`config.mk`:
```
export PLATFORM = sky130hd
export DESIGN_NAME = tile_spawner
export DESIGN_NICKNAME = d
export VERILOG_FILES = /design/src/rtl/tile_spawner.sv
export SDC_FILE = /design/constraint.sdc
export NUM_CORES = 1
export LEC_CHECK = 0
export BUFFER_PORTS_ARGS = -buffer_cell sky130_fd_sc_hd__buf_2
export CORE_MARGIN = 3
export CORE_UTILIZATION = 50
export CTS_CLUSTER_DIAMETER = 150
export DETAILED_ROUTE_END_ITERATION = 8
export GPL_ROUTABILITY_DRIVEN = 0
export GPL_TIMING_DRIVEN = 0
export PLACE_DENSITY = 0.79
export SYNTH_ARGS = -nofsm -noshare
export SYNTH_HDL_FRONTEND = slang
export SYNTH_SLANG_ARGS = --single-unit
```
`constraint.sdc`:
```
create_clock -name clk -period 9 [get_ports clk]
set_input_delay 0.45 -clock clk [delete_from_list [all_inputs] [get_ports clk]]
set_output_delay 0.45 -clock clk [all_outputs]
set_load 0.05 [all_outputs]
```
`src/rtl/tile_spawner.sv`:
```
// New-tile spawner for the 2048 game: counts empty cells, picks one with a
// free-running LFSR and emits a single-cell write (or reports a full board).
module tile_spawner #(
    parameter logic [15:0] LFSR_SEED = 16'hACE1,
    parameter logic [3:0]  FOUR_ODDS = 4'd2
) (
    input  logic        clk,
    input  logic        rst,
    input  logic        start,
    input  logic [63:0] mat_flat,
    output logic        busy,
    output logic        wr_en,
    output logic [1:0]  wr_row,
    output logic [1:0]  wr_col,
    output logic [3:0]  wr_val,
    output logic        done,
    output logic        full
);

    localparam logic [15:0] SEED_EFF = (LFSR_SEED == 16'h0000) ? 16'h0001 : LFSR_SEED;

    typedef enum logic [2:0] {
        IDLE   = 3'd0,
        COUNT  = 3'd1,
        REDUCE = 3'd2,
        SEEK   = 3'd3,
        WRITE  = 3'd4,
        FULL   = 3'd5
    } state_t;

    state_t      state, state_nx;
    logic [3:0]  idx, idx_nx;
    logic [4:0]  cnt, cnt_nx;
    logic [3:0]  tgt, tgt_nx;
    logic [15:0] lfsr, lfsr_nx;
    logic [1:0]  row_nx, col_nx;
    logic [3:0]  val_nx;
    logic        cell_empty;
    logic [4:0]  cnt_sum;

    // cell (i,j) sits at bit 16*i + 4*j, which is simply 4*idx in scan order
    assign cell_empty = (mat_flat[{idx, 2'b00} +: 4] == 4'd0);
    assign cnt_sum    = cnt + {4'd0, cell_empty};
    assign lfsr_nx    = {1'b0, lfsr[15:1]} ^ (lfsr[0] ? 16'hB400 : 16'h0000);

    always_ff @(posedge clk) begin
        if (rst) begin
            state  <= IDLE;
            idx    <= 4'd0;
            cnt    <= 5'd0;
            tgt    <= 4'd0;
            lfsr   <= SEED_EFF;
            wr_row <= 2'd0;
            wr_col <= 2'd0;
            wr_val <= 4'd0;
        end else begin
            state  <= state_nx;
            idx    <= idx_nx;
            cnt    <= cnt_nx;
            tgt    <= tgt_nx;
            lfsr   <= lfsr_nx;
            wr_row <= row_nx;
            wr_col <= col_nx;
            wr_val <= val_nx;
        end
    end

    always_comb begin
        state_nx = state;
        idx_nx   = idx;
        cnt_nx   = cnt;
        tgt_nx   = tgt;
        row_nx   = wr_row;
        col_nx   = wr_col;
        val_nx   = wr_val;
        case (state)
            IDLE: begin
                if (start) begin
                    state_nx = COUNT;
                    idx_nx   = 4'd0;
                    cnt_nx   = 5'd0;
                end
            end
            COUNT: begin
                cnt_nx = cnt_sum;
                idx_nx = idx + 4'd1;
                if (idx == 4'd15) begin
                    if (cnt_sum == 5'd0) begin
                        state_nx = FULL;
                    end else begin
                        state_nx = REDUCE;
                        tgt_nx   = lfsr[3:0];
                        val_nx   = (lfsr[7:4] < FOUR_ODDS) ? 4'd2 : 4'd1;
                    end
                end
            end
            REDUCE: begin
                // repeated subtraction gives tgt mod cnt without a divider
                if ({1'b0, tgt} >= cnt) begin
                    tgt_nx = tgt - cnt[3:0];
                end else begin
                    state_nx = SEEK;
                    idx_nx   = 4'd0;
                end
            end
            SEEK: begin
                idx_nx = idx + 4'd1;
                if (cell_empty) begin
                    if (tgt == 4'd0) begin
                        row_nx   = idx[3:2];
                        col_nx   = idx[1:0];
                        state_nx = WRITE;
                    end else begin
                        tgt_nx = tgt - 4'd1;
                    end
                end
            end
            WRITE:   state_nx = IDLE;
            FULL:    state_nx = IDLE;
            default: state_nx = IDLE;
        endcase
    end

    assign busy  = (state != IDLE);
    assign wr_en = (state == WRITE);
    assign done  = (state == WRITE) || (state == FULL);
    assign full  = (state == FULL);

endmodule
```
# Word level (Yosys, flattened, before mapping)
# Index checks and enable logic that the tools add are counted.
[word_totals]
input_bits = 67
ff_bits = 40
output_inout_bits = 12
elab_cells = 67
[op_classes]
n_addsub = 4
mux = 20
n_bitwise = 2
eq_ne = 14
magnitude_cmp = 2
shifts = 1
n_reduce_logical = 16
[op_table]
columns = ["op", "count"]
rows = [
  ["64-bit by 7-bit indexed part select with 4-bit output", 1],
  ["4-bit 2-to-1 mux", 7],
  ["4-bit one-hot mux with 3 select lines", 2],
  ["3-bit 2-to-1 mux", 6],
  ["16-bit 2-to-1 mux", 1],
  ["2-bit inequality test (second input constant)", 8],
  ["15-bit by 16-bit bitwise XOR with 16-bit output", 1],
  ["3-bit one-hot mux with 4 select lines", 1],
  ["5-bit one-hot mux with 2 select lines", 1],
  ["3-bit AND reduction", 3],
  ["3-bit nonzero test", 3],
  ["4-bit logical NOT", 2],
  ["3-bit by 2-bit equality test with 1-bit output (second input constant)", 2],
  ["3-bit equality test (second input constant)", 2],
  ["6-bit AND reduction", 1],
  ["5-bit by 1-bit adder with 5-bit output", 1],
  ["4-bit by 5-bit greater-or-equal comparator with 1-bit output", 1],
  ["5-bit logical NOT", 1],
  ["5-bit 2-to-1 mux", 1],
  ["5-bit AND reduction", 1],
  ["4-bit by 1-bit adder with 4-bit output (second input constant)", 1],
  ["4-bit equality test (second input constant)", 1],
  ["4-bit by 2-bit less-than comparator with 1-bit output (second input constant)", 1],
  ["4-bit by 1-bit subtractor with 4-bit output (second input constant)", 1],
  ["other kinds (9)", 9],
]

# Logic depth before layout (Yosys ltp)
[logic_depth]
ltp_word = 7
ltp_mapped = 17
ltp_nobuf = 15

# Worst setup path before layout
# Ideal clock, no wire load.
[synth_path]
kind = "reg-to-reg"
startpoint = "register idx[1]"
endpoint = "register tgt[0]"
stages_incl_launch_ff = 17
period_less_slack_ps = 3224
setup_time_ps = 86
slack_ps = 5776
t_required_ps = 8914
path_buffers = 2
arrival_ps = 3139
path_cell_list = "dfxtp_1 buf_6 inv_2 mux4_2 a31oi_1 and2_4 buf_6 inv_1 ha_1 ha_1 nand2_1 nor2_1 o21ai_1 a211oi_1 o311a_1 a211o_1 a211oi_1"
[synth_via]
elab_chain_len = 6
elab_cells_between_ends = 9
classes_between = "add/sub: 1; eq/ne: 4; shift: 1; reduce/logical: 3"
[synth_lines]
columns = ["element", "line_no", "rtl"]
rows = [
  ["from (decl)", "32", "logic [3:0] idx, idx_nx;"],
  ["from (signal assigned)", "58", "idx <= idx_nx;"],
  ["64-bit by 7-bit indexed part select with 4-bit output", "42", "assign cell_empty = (mat_flat[{idx, 2'b00} +: 4] == 4'd0);"],
  ["4-bit logical NOT", "42", ""],
  ["5-bit by 1-bit adder with 5-bit output", "43", "assign cnt_sum = cnt + {4'd0, cell_empty};"],
  ["5-bit logical NOT", "88", "if (cnt_sum == 5'd0) begin"],
  ["2-bit inequality test (no source line)", "-", ""],
  ["6-bit AND reduction (no source line) *", "-", ""],
  ["to (signal assigned)", "60", "tgt <= tgt_nx;"],
  ["to (decl)", "34", "logic [3:0] tgt, tgt_nx;"],
]
# Mark *: on every way between the ends. The rest lies on a longest branch, timed or not.
# A chain may end at the register's enable or synchronous reset.

# Final worst setup path
[layout_path]
startpoint = "register idx[2]"
endpoint = "register tgt[1]"
# The elaborated chain is that of the path after synthesis.

==> impl_metrics.csv <==
group,metric,value,unit
run_status,outcome,"finished clean",
clock_tree,cts_made_buffers,5,
yosys,async_reset_ff_share,0,%
layout,multi_input_area,1250,sq um
floorplanning,initial_core_util,52.7,%
floorplanning,die_h,71.6,microns
power_and_ir_drop,peakVddDrop,0.000139,V
worst_setup_path,slowest_delay,0.72,ns
placed_design,dpl_cell_area,2590,sq um
clock_tree,cts_hold_buffers,0,
power_and_ir_drop,powerDensity,142,nW/um^2
floorplanning,die_x,71.6,microns
worst_setup_path,cp_num_buf_inv,3,
clock_tree,cts_max_level,2,
floorplanning,placementRows,23,
yosys,netlist_instances,261,
drt,drtIter0Drc,75,
clock_tree,cts_sinks,38,
sta,fin_tns_setup,0,ns
clock_tree,clk_pin_slew,0.07,ns
placed_design,place_inst,387,
global_routing,grt_pass1_vias,1999,
global_routing,track_usage,21.8,%
layout,drive_gt1_share,30.1,%
global_routing,grt_max_degree,13,
worst_hold_path,min_path_type,"reg -> reg",
floorplanning,coreArea,4090,sq um
worst_setup_path,cp-end-kind,"register",
worst_setup_path,crit_type,"reg -> reg",
layout,layout_common_cells,"buf_2 (75), dfxtp_1 (38), nor2_1 (35)",
yosys,post_synth.cell_area_avg,8.25,sq um
power_and_ir_drop,p_int,273,uW
sta,finalClockSkew,0.00220,ns
clock_tree,cts.root.buffer_cell,"clkbuf_8",
layout,final_common_cell,"buf_2",
worst_setup_path,arrival,3.93,ns
power_and_ir_drop,swShare,28.5,%
global_routing,antenna_found_initial,0,
sta,fmax,268,MHz
yosys,ys.flop_type,"dfxtp_1",
sta,hold_viol,0,
power_and_ir_drop,power_frac_seq,47.9,%
power_and_ir_drop,power,381,uW
drt,vias,2168,
sta,setup_viol,0,
worst_setup_path,path_delay_family,"compound AO/OA/AOI/OAI gates",
worst_setup_path,critical_path.max_fanout,10,
yosys,synth.cell_area,2150,sq um
drt,wl_per_cell,14.2,microns
yosys,synth_top_cell_area_share,35.3,%
layout,regArea,761,sq um
yosys,synth_seq_cells,38,
drt,vias_per_cell,5.49,
layout,antenna_cells,0,
yosys,ys_seq_area_share,35.3,%
drt,drc,0,
drt,ant_nets,0,
clock_tree,post_cts_buffers,0,
floorplanning,dieArea,5130,sq um
sta,finalCritPeriodShare,41.5,%
sta,finalCriticalPeriod,3.73,ns
yosys,synth_area_leaders,"dfxtp_1 (35%), nor2_1 (6.1%), ha_1 (5.8%)",
clock_tree,clock_path_buffers,2,
sta,maxSlewViolCount,0,
worst_setup_path,slowest_stage,"a211oi_1",
layout,final_nets,422,
placed_design,place_worst_setup_slack,5.12,ns
yosys,yosysWarnings,0,
layout,nFillCells,372,
clock_tree,cts_resized,0,
placed_design,hpwl,4370,microns
job,drv_cap,0,
layout,final_area,2690,sq um
power_and_ir_drop,switchingPower,109,uW
power_and_ir_drop,clkPwrFrac,31.3,%
global_routing,grt_pass1_wl,8880,microns
power_and_ir_drop,p_comb_share,20.7,%
layout,area_delta_synth_final,24.9,%
clock_tree,clock_latency,0.29,ns
clock_tree,cts_tree,"yes",
sta,finalWorstSetupSlack,5.27,ns
worst_setup_path,path_cells,"buf_6 -> nor4_1 -> a22oi_1 -> a311oi_2 -> a21oi_1 -> and2_4 -> buf_6 -> inv_1 -> ha_1 -> ha_1 -> nand2_1 -> nor2_1 -> nand3_1 -> a211oi_1 -> o311a_1 -> a2111oi_0 -> a211oi_1",
layout,final_cells,395,
worst_setup_path,start_kind,"register",
sta,rsz0062_at_grt,"no",
yosys,yosys.area.top_type,"dfxtp_1",
drt,firstDrtPassIters,4,
sta,slew_headroom,45.4,%
yosys,synth_edf_count,0,
sta,tightestPinTransition,0.814,ns
global_routing,gr-total-overflow,0,
drt,wirelength,5610,microns
worst_setup_path,worstPathRequired,9.20,ns
yosys,ys_types,44,
power_and_ir_drop,p_leak,0.00115,uW
placed_design,port-buffer-count,75,
floorplanning,io_pins,79,
[through the flow]
| stage | hold WS (ns) | util (%) |
|---|---|---|
| after floorplan | 0.389 | - |
| after global placement | 0.392 | 63.5 |
| after detailed placement | 0.396 | 63.5 |
| after CTS | 0.414 | 65.8 |
| after global routing | 0.442 | 65.8 |
| final | 0.413 | 65.8 |
[Yosys cell counts (2+ instances only)]
library cell	number
nor3_1	5
o21ai_0	14
nor2_1	35
a21oi_1	11
buf_4	3
a211oi_1	6
a2111oi_0	4
nor2b_1	8
a21o_1	3
xnor2_1	5
mux2i_1	4
clkbuf_1	8
dfxtp_1	38
o21ai_1	2
or2_2	9
nor3b_1	2
buf_6	4
nand4_1	2
nand2_1	17
a22oi_1	7
a31oi_1	3
and3_1	2
and2_1	2
nand2b_1	5
inv_1	12
nand3_1	9
nor4_1	15
ha_1	10
[cells by family (layout without fill, tap and decap cells)]
group,count (synthesis),count (layout),share of synthesized area [%]
xor gates and xnor gates,6,6,2.44
DFF,38,38,35.3
adders and majority gates,11,11,6.74
muxes,6,6,4.13
AOI/OAI and AO/OA,56,56,17.0
other,1,2,0.174
buffers and inverters,28,111,6.80
and+or+nand+nor,115,115,27.4
[power groups by stage]
| stage | logic (uW) | clock network (uW) | registers (uW) |
|---|---|---|---|
| finish | 79.0 | 120 | 183 |
| floorplan | 51.8 | 0 | 185 |
| global placement | 76.8 | 0 | 186 |
| detailed placement | 78.3 | 0 | 186 |
| global route | 87.8 | 130 | 184 |
| CTS | 78.8 | 123 | 183 |
[worst reg2reg max path, stage by stage, from the launching register on]
cell	delay, ns
dfxtp_1	0.33
buf_6	0.14
nor4_1	0.29
a22oi_1	0.15
a311oi_2	0.22
a21oi_1	0.10
and2_4	0.15
buf_6	0.13
inv_1	0.06
ha_1	0.15
ha_1	0.19
nand2_1	0.10
nor2_1	0.13
nand3_1	0.10
a211oi_1	0.72
o311a_1	0.35
a2111oi_0	0.10
a211oi_1	0.25
[sequential cells by signal, indices dropped and copies added (netlist names)]
register and cells:
lfsr 16, cnt 5, wr_row 2, idx 4, wr_col 2, state 3, tgt 4, wr_val 2
[layout make-up]
class	count	share of cell area, %
plain buffers	15	3.63
inverters	13	1.81
clock inverters	2	0.465
well taps	50	2.33
clock buffers	6	3.07
flip-flops and latches	38	28.3
multi-input cells	196	46.5
repair buffers	75	14.0
[metal layers]
metal  part of all wire (%)  vias up  global-route usage [%]  routed length (microns)
li1                       -     1096                       -                        -
met1                     39      977                    24.6                     2200
met2                     51       91                    40.7                     2860
met3                    9.3        4                    5.47                      521
met4                   0.59        0                    5.43                       33
met5                      0        -                       0                        0
[final timing paths]
| kind | start | endpoint | slack (ns) | cells after the start |
|---|---|---|---|---|
| worst max-delay path | idx[2] | tgt[1] | 5.27 | 17 |
| worst min-delay path | lfsr[8] | lfsr[7] | 0.41 | 1 |
| worst max register to register | idx[2] | tgt[1] | 5.27 | 17 |
| worst min register to register | lfsr[8] | lfsr[7] | 0.41 | 1 |
Power figures use the tool's default switching activity.
